`src/rtl/mux_rr_arbiter.sv`:
```
// mux_rr_arbiter: round-robin owner selection for a shared DW-bit output mux.
// One owner at a time drives the path. Each tenure lasts at most MAX_HOLD
// cycles, and ownership hands over without an idle cycle. data_out/valid_out
// trail the grant by one registered stage.
// Optional feature: define ARB_LOCK_EN to add the `lock` input, which lets the
// current owner keep the path past MAX_HOLD for as long as it still requests.
module mux_rr_arbiter #(
    parameter int N_REQ    = 4,
    parameter int DW       = 8,
    parameter int MAX_HOLD = 4
) (
    input  logic                      clk,
    input  logic                      rst_n,
    input  logic [N_REQ-1:0]          req,
    input  logic [N_REQ*DW-1:0]       data_in,
`ifdef ARB_LOCK_EN
    input  logic                      lock,
`endif
    output logic [N_REQ-1:0]          grant,
    output logic [$clog2(N_REQ)-1:0]  sel,
    output logic [DW-1:0]             data_out,
    output logic                      valid_out
);

    localparam int SW = $clog2(N_REQ);
    localparam int HW = $clog2(MAX_HOLD + 1);
    localparam logic [N_REQ-1:0] ONE = N_REQ'(1);

    typedef enum logic {IDLE, GRANT} state_t;

    state_t          state;
    logic [SW-1:0]   ptr;
    logic [HW-1:0]   hold_cnt;
    logic [SW-1:0]   nxt;
    logic [SW-1:0]   start;
    logic [SW-1:0]   win_idx;
    logic            win_any;
    logic            own_req;
    logic            lock_on;
    logic            at_limit;
    logic            release_now;

`ifdef ARB_LOCK_EN
    assign lock_on = lock;
`else
    assign lock_on = 1'b0;
`endif

    assign own_req  = req[sel];
    assign nxt      = (sel == SW'(N_REQ - 1)) ? '0 : sel + 1'b1;
    // In IDLE the scan starts at ptr. On a release it starts just past the
    // owner, which is the same value ptr is updated to on that edge.
    assign start    = (state == IDLE) ? ptr : nxt;
    assign at_limit = (hold_cnt == HW'(MAX_HOLD - 1));
    // A locked owner that still requests never reaches the timeout.
    assign release_now = !own_req || (at_limit && !(lock_on && own_req));

    // First requester found scanning start, start+1, ... wrapping mod N_REQ.
    always_comb begin
        logic [SW-1:0] idx;
        win_any = 1'b0;
        win_idx = '0;
        idx     = '0;
        // Scan downwards so the entry closest to start is written last and wins.
        for (int i = N_REQ - 1; i >= 0; i--) begin
            idx = SW'((int'(start) + i) % N_REQ);
            if (req[idx]) begin
                win_any = 1'b1;
                win_idx = idx;
            end
        end
    end

    // Arbitration FSM, tenure counter and the registered output stage.
    always_ff @(posedge clk or negedge rst_n) begin
        if (!rst_n) begin
            state     <= IDLE;
            ptr       <= '0;
            hold_cnt  <= '0;
            grant     <= '0;
            sel       <= '0;
            data_out  <= '0;
            valid_out <= 1'b0;
        end else begin
            case (state)
                IDLE: begin
                    valid_out <= 1'b0;
                    if (win_any) begin
                        grant    <= ONE << win_idx;
                        sel      <= win_idx;
                        hold_cnt <= '0;
                        state    <= GRANT;
                    end
                end
                GRANT: begin
                    // When the owner drops req, data_out keeps its last value
                    // and valid_out goes low.
                    valid_out <= own_req;
                    if (own_req)
                        data_out <= data_in[int'(sel)*DW +: DW];
                    if (!release_now) begin
                        // A locked owner parks the counter at the limit.
                        if (!at_limit)
                            hold_cnt <= hold_cnt + 1'b1;
                    end else begin
                        ptr      <= nxt;
                        hold_cnt <= '0;
                        if (win_any) begin
                            grant <= ONE << win_idx;
                            sel   <= win_idx;
                        end else begin
                            grant <= '0;
                            state <= IDLE;
                        end
                    end
                end
                default: state <= IDLE;
            endcase
        end
    end

endmodule
```
`config.mk`:
```
export PLATFORM = sky130hd
export DESIGN_NAME = mux_rr_arbiter
export DESIGN_NICKNAME = d
export VERILOG_FILES = /design/src/rtl/mux_rr_arbiter.sv
export SDC_FILE = /design/constraint.sdc
export NUM_CORES = 1
export LEC_CHECK = 0
export ABC_AREA = 1
export CORE_ASPECT_RATIO = 1.25
export CORE_MARGIN = 4
export CORE_UTILIZATION = 40
export DETAILED_ROUTE_END_ITERATION = 16
export PLACE_DENSITY = 0.76
export SYNTH_ARGS = -nofsm -noshare
export SYNTH_HDL_FRONTEND = slang
export SYNTH_SLANG_ARGS = --single-unit
```
`constraint.sdc`:
```
create_clock -name clk -period 1.65 [get_ports clk]
set_input_delay 0.165 -clock clk [delete_from_list [all_inputs] [get_ports clk]]
set_output_delay 0.165 -clock clk [all_outputs]
set_load 0.01 [all_outputs]
```
==> flow_metrics.py, run 1 <==
metrics = {
    "synth": {
        "muxShareOfSynthArea_pct": 0,
        "syn-num-nets": 249,
        "synthCells": 208,
        "ys_ff_latch": 21,
        "synth-compound-area-share_pct": 12.1,
        "synth_fa_ha_area_share_pct": 2.54,
        "synth.avg_cell_area_um2": 7.11,
        "netlist_area_mm2": 0.00148,
        "synth-xor-area-share_pct": 0,
        "ys_seq_area_share_pct": 35.5,
        "synth-simple-area-share_pct": 42.9,
        "synth_top_family_by_area": "simple AND/OR/NAND/NOR gates",
        "synth_cell_type_count": 22,
        "synth_warnings": 0,
    },
    "clock_network": {
        "clk_path_buf_depth": 2,
        "cts_tree": "built",
        "clk_latency_ns": 0.27,
        "clock-sinks": 21,
        "clk_transition_reported_paths_ns": 0.08,
        "hold_buffers": 0,
        "root_buffer": "clkbuf_8",
        "cts_buffers": 3,
        "h-tree-depth": 1,
    },
    "worst_setup_path": {
        "start_kind": "flop",
        "worst-setup-path-type": "reg2reg",
        "r2r_start": "sel[0]$_DFFE_PN0P_",
        "crit_top_cell": "nand2_4",
        "cpPeakStageDelay_ns": 0.43,
        "endpoint_kind": "flop",
        "critPathLaunch": "sel[0]$_DFFE_PN0P_",
        "r2r_setup_slack_ns": -0.19,
        "worst-path-max-fanout": 7,
        "reg2reg_depth": 11,
        "cp.arrival_ns": 2.02,
        "cp.required_ns": 1.83,
        "reg2reg_to": "sel[1]$_DFFE_PN0P_",
        "crit_chain": "ha_4 > nand2_1 > nand2_2 > nand3_2 > nand2_4 > nand2_4 > nand2_4 > nor2_4 > a21oi_4 > nor2_1 > a21oi_1",
        "crit_path_top_delay_cell": "dfrtp_2",
    },
    "layout": {
        "layout_common_cells": "clkdlybuf4s50_1 (52), nand2_1 (45), nor2_1 (28), buf_4 (20), dfrtp_1 (19)",
        "layout_commonest_cell": "clkdlybuf4s50_1",
        "multi_input_area_mm2": 0.00103,
        "ff_latch_area_um2": 528,
        "fin_nets": 321,
        "n_antenna_cell": 0,
        "drive_above_1_share_pct": 27.6,
        "syn2layout_area_growth_pct": 62.7,
        "fill_cells": 290,
        "fin_area_mm2": 0.00241,
    },
    "detailed_routing": {
        "wl_um": 4440,
        "dr.pass1.iters": 4,
        "vias": 1633,
        "wl_per_cell_um": 13.9,
        "dr.max_layer_used": "met4",
        "met2_length_um": 2410,
        "dr_wl_met3_um": 275,
        "via_per_inst": 5.14,
        "ant_nets": 0,
        "drt_iter0_markers": 32,
        "route.detailed.drc": 0,
        "wl_met1_um": 1650,
    },
    "placement": {
        "hpwl_um": 3270,
        "place_ws_ns": -0.149,
        "place_area_mm2": 0.00217,
        "place_congestion": 0.867,
        "numPortBuffers": 52,
    },
    "sta": {
        "min_period_ns": 1.84,
        "hold_viol_final": 0,
        "fin_ws_ns": -0.186,
        "fmax_mhz": 545,
        "slew_viol_final": 0,
        "relSlewSlack_pct": 76.8,
        "period_share_pct": 111,
        "setup_viol": 10,
        "clock_skew_ns": 0.00156,
        "tns_ns": -1.27,
        "tightest_slew_ns": 0.347,
        "grt_setup_unrepaired": "yes",
    },
    "floorplan": {
        "rows": 24,
        "fp.dieW_um": 62.4,
        "initial_core_util_pct": 42.1,
        "core-area_mm2": 0.00351,
        "ios": 53,
        "die_y_um": 76.0,
        "dieArea_mm2": 0.00474,
    },
    "outcome": {
        "violations": "negative setup slack",
        "outcome": "complete, but fails checks",
    },
    "global_routing": {
        "grt_max_degree": 22,
        "antenna_found_initial": 0,
        "gr-usage-all-layers_pct": 18.3,
        "grt_pass1_vias": 1642,
        "gr-total-overflow": 0,
        "grt_pass1_wl_um": 7200,
    },
    "power_and_ir_drop": {
        "vdd_drop_max_mv": 1.78,
        "leakage_nw": 1.15,
        "power_mw": 5.69,
        "power_density_mw_per_mm2": 2370,
    },
    "flow_run": {
        "max_cap_viol_count": 0,
    },
    "min_path": {
        "hp-class": "in2async",
    },
}
[kinds of logic after synthesis]
logic type      count (synthesis)
compound gates                 27
fa+ha+maj                       3
buf+inv                        23
flops                          21
simple gates                  134
[worst max-delay path: cells and delay by family, from the launching register on]
kind            cells  cell delay [ns]
flops               1             0.43
simple gates        8             0.69
fa+ha+maj           1             0.28
compound gates      2             0.36
[sequential cells by signal, summed over array words and instances (netlist names)]
signal	count
hold_cnt	3
data_out	8
ptr	2
state	1
valid_out	1
grant	4
sel	2
[final cells by class]
type / count / share of cell area [%]
sequential: 21 / 21.9
tap: 39 / 2.03
multi-input combinational: 164 / 42.9
clock buffer: 4 / 1.87
inverter: 17 / 2.91
timing repair buffer: 73 / 28.3
[what timing repair did]
item / CTS / global route
setup endpoints to repair: 12 / 15
cloned: 0 / 0
pin swaps: 4 / 13
gates resized for setup: 10 / 35
setup buffers: 2 / 2
[synthesized netlist by cell type (all sizes together)]
master,n,area (um^2)
inv,16,65.1
ha,3,37.5
nand3,23,120
clkbuf,4,15.0
dfrtp,21,526
a21oi,4,31.3
o211ai,1,7.51
buf,2,18.8
o32ai,8,70.1
nand2,76,355
nand4,2,12.5
o21ai,14,70.1
nor2,33,146
clkinv,1,3.75
[power breakdown]
part,switching (mW),internal [mW],total (mW)
Sequential,0.166,0.772,0.937
Clock,0.174,0.173,0.347
Combinational,2.58,1.83,4.41
[metal layers]
metal / global-route usage [%] / vias up
met5: 0 / -
met4: 7.22 / 0
met3: 4.72 / 11
met2: 32.6 / 47
met1: 20.3 / 752
li1: - / 823
[worst max path at each step]
stage | end | slack [ns]
5_1_grt | sel[1]$_DFFE_PN0P_ | -0.29
4_1_cts | sel[1]$_DFFE_PN0P_ | -0.16
3_5_place_dp | grant[1]$_DFFE_PN0P_ | -0.15
6_report | sel[1]$_DFFE_PN0P_ | -0.19
2_1_floorplan | grant[1]$_DFFE_PN0P_ | -0.09
3_3_place_gp | grant[1]$_DFFE_PN0P_ | -0.14
[stage by stage]
step	instances	hold WS [ns]	util, %
after global placement	310	0.462	61.7
after CTS	316	0.242	64.0
after detailed placement	310	0.464	61.7
after floorplan	208	-0.131	-
after global routing	318	0.259	68.5
final	318	0.235	68.5
No activity file was read; power rests on OpenSTA's default activity.
==> run 2, diff against run 1 <==
- CORE_ASPECT_RATIO: 1.25 -> 1.75
==> flow_metrics.py, run 2 (same netlist as run 1, synthesis figures left out) <==
metrics = {
    "outcome": {
        "violations": "negative setup slack",
        "outcome": "complete, but fails checks",
    },
    "min_path": {
        "hp-class": "in2async",
    },
    "power_and_ir_drop": {
        "power_density_mw_per_mm2": 2320,
        "p_comb_share_pct": 76.9,
        "power_mw": 5.49,
        "p_clk_share_pct": 6.1,
        "p_switching_mw": 2.80,
        "vdd_drop_max_mv": 1.35,
        "switching_share_pct": 51.0,
        "pwr-share-seq_pct": 17.1,
        "p_int_mw": 2.69,
        "leakage_nw": 1.12,
    },
    "layout": {
        "drive_above_1_share_pct": 25.7,
        "reg_top3": "data_out (8), grant (4), hold_cnt (3)",
        "layout_common_cells": "clkdlybuf4s50_1 (52), nand2_1 (47), nor2_1 (28), dfrtp_1 (20), buf_4 (16)",
        "largest_reg_flops": 8,
        "multi_input_area_um2": 1000,
        "ff_latch_area_um2": 527,
        "regMostFlops": "data_out",
        "fin_nets": 318,
        "fill_cells": 298,
        "fin_area_mm2": 0.00237,
        "n_antenna_cell": 0,
        "layout_commonest_cell": "clkdlybuf4s50_1",
        "syn2layout_area_growth_pct": 60.3,
    },
    "sta": {
        "fmax_mhz": 537,
        "worst_hold_slack_ns": 0.269,
        "setup_viol": 10,
        "period_share_pct": 113,
        "tightest_slew_ns": 0.573,
        "clock_skew_ns": 0.00577,
        "fin_ws_ns": -0.214,
        "hold_viol_final": 0,
        "relSlewSlack_pct": 61.7,
        "grt_setup_unrepaired": "yes",
        "min_period_ns": 1.86,
        "slew_viol_final": 0,
    },
    "global_routing": {
        "gr-total-overflow": 0,
        "grt_max_degree": 21,
        "gr-usage-all-layers_pct": 18.7,
        "grt_pass1_vias": 1598,
        "antenna_found_initial": 0,
        "grt_use_met2_pct": 38.2,
        "met1_usage_pct": 17.6,
        "grt.busiest_layer": "met2",
        "grtUsageMet3_pct": 2.53,
        "grt_pass1_wl_um": 6670,
    },
    "clock_network": {
        "root_buffer": "clkbuf_8",
        "clock-sinks": 21,
        "clk_transition_reported_paths_ns": 0.08,
        "hold_buffers": 0,
        "clk_path_buf_depth": 2,
        "cts_buffers": 3,
        "h-tree-depth": 1,
        "cts_tree": "built",
        "clk_latency_ns": 0.26,
    },
    "worst_setup_path": {
        "worst-path-max-fanout": 7,
        "start_kind": "flop",
        "r2r_setup_slack_ns": -0.21,
        "worst-setup-path-type": "reg2reg",
        "cp.required_ns": 1.80,
        "cp.arrival_ns": 2.01,
        "endpoint_kind": "flop",
    },
    "floorplan": {
        "core-area_mm2": 0.00359,
        "ios": 53,
        "dieArea_mm2": 0.00477,
        "rows": 29,
        "die_y_um": 88.4,
        "initial_core_util_pct": 41.2,
        "fp.dieW_um": 54.0,
    },
    "flow_run": {
        "max_cap_viol_count": 0,
    },
    "placement": {
        "place_ws_ns": -0.204,
        "numPortBuffers": 52,
        "place_area_mm2": 0.00218,
        "hpwl_um": 3230,
        "place_congestion": 0.788,
    },
    "detailed_routing": {
        "wl_per_cell_um": 12.7,
        "wl_um": 4080,
        "ant_nets": 0,
        "route.detailed.drc": 0,
        "via_per_inst": 4.98,
        "vias": 1602,
        "dr.pass1.iters": 5,
        "drt_iter0_markers": 29,
    },
}
==> run 2: worst max-delay path, cell delays in order, from the launching register on <==
cell and delay, ns:
dfrtp_2 0.44, ha_4 0.17, nor2_4 0.13, nand2_4 0.12, nand2_8 0.15, nand2_4 0.07
nand3_2 0.08, nand2_2 0.09, nor2_4 0.15, nand2_4 0.09, nand2_4 0.10, nand2_2 0.05
nand3_2 0.06, nand2_1 0.05
==> run 2: layout make-up <==
type                            instances  share of cell area, %
Multi-Input combinational cell        164                   42.2
Sequential cell                        21                   22.2
Tap cell                               46                   2.43
Timing Repair Buffer                   70                   28.3
Clock buffer                            3                   1.74
Clock inverter                          1                  0.211
Inverter                               17                   2.90
==> run 2: power by group through the flow <==
stage / sequential, mW / clock (mW) / combinational, mW
2_1_floorplan: 1.00 / 0 / 2.38
3_3_place_gp: 0.930 / 0 / 3.57
3_5_place_dp: 0.940 / 0 / 3.61
4_1_cts: 0.937 / 0.336 / 3.92
5_1_grt: 0.967 / 0.361 / 4.63
6_report: 0.938 / 0.332 / 4.22
==> run 2: stage by stage <==
step                utilization (%)  TNS (ns)  cells
finish                         66.0     -1.81    322
global route                   66.0     -2.90    322
detailed placement             60.7     -1.35    316
floorplan                         -    -0.385    208
global placement               60.7     -1.26    316
CTS                            64.1     -1.30    322
==> run 2: per-layer routing <==
| layer | vias up | share of wire (%) |
|---|---|---|
| met5 | - | 0 |
| met4 | 0 | 2.0 |
| met3 | 8 | 4.6 |
| met2 | 52 | 58 |
| met1 | 730 | 35 |
| li1 | 812 | - |
==> run 2: path summary, 6_finish.rpt <==
kind                       cells after the start                 endpoint                     from
max                                           13     grant[1]$_DFFE_PN0P_       sel[0]$_DFFE_PN0P_
min                                            1  hold_cnt[0]$_DFFE_PN0P_                    rst_n
max reg2reg                                   13     grant[1]$_DFFE_PN0P_       sel[0]$_DFFE_PN0P_
min reg2reg                                    2  data_out[4]$_DFFE_PN0P_  data_out[4]$_DFFE_PN0P_
max in group asynchronous                      2     grant[3]$_DFFE_PN0P_                    rst_n
min in group clk                               2  data_out[4]$_DFFE_PN0P_  data_out[4]$_DFFE_PN0P_
==> run 2: timing repair <==
action                                  CTS  global route
endpoints found under the setup margin   10            12
buffers inserted                          2             0
gates resized for setup                  18            15
pin swaps                                22            17
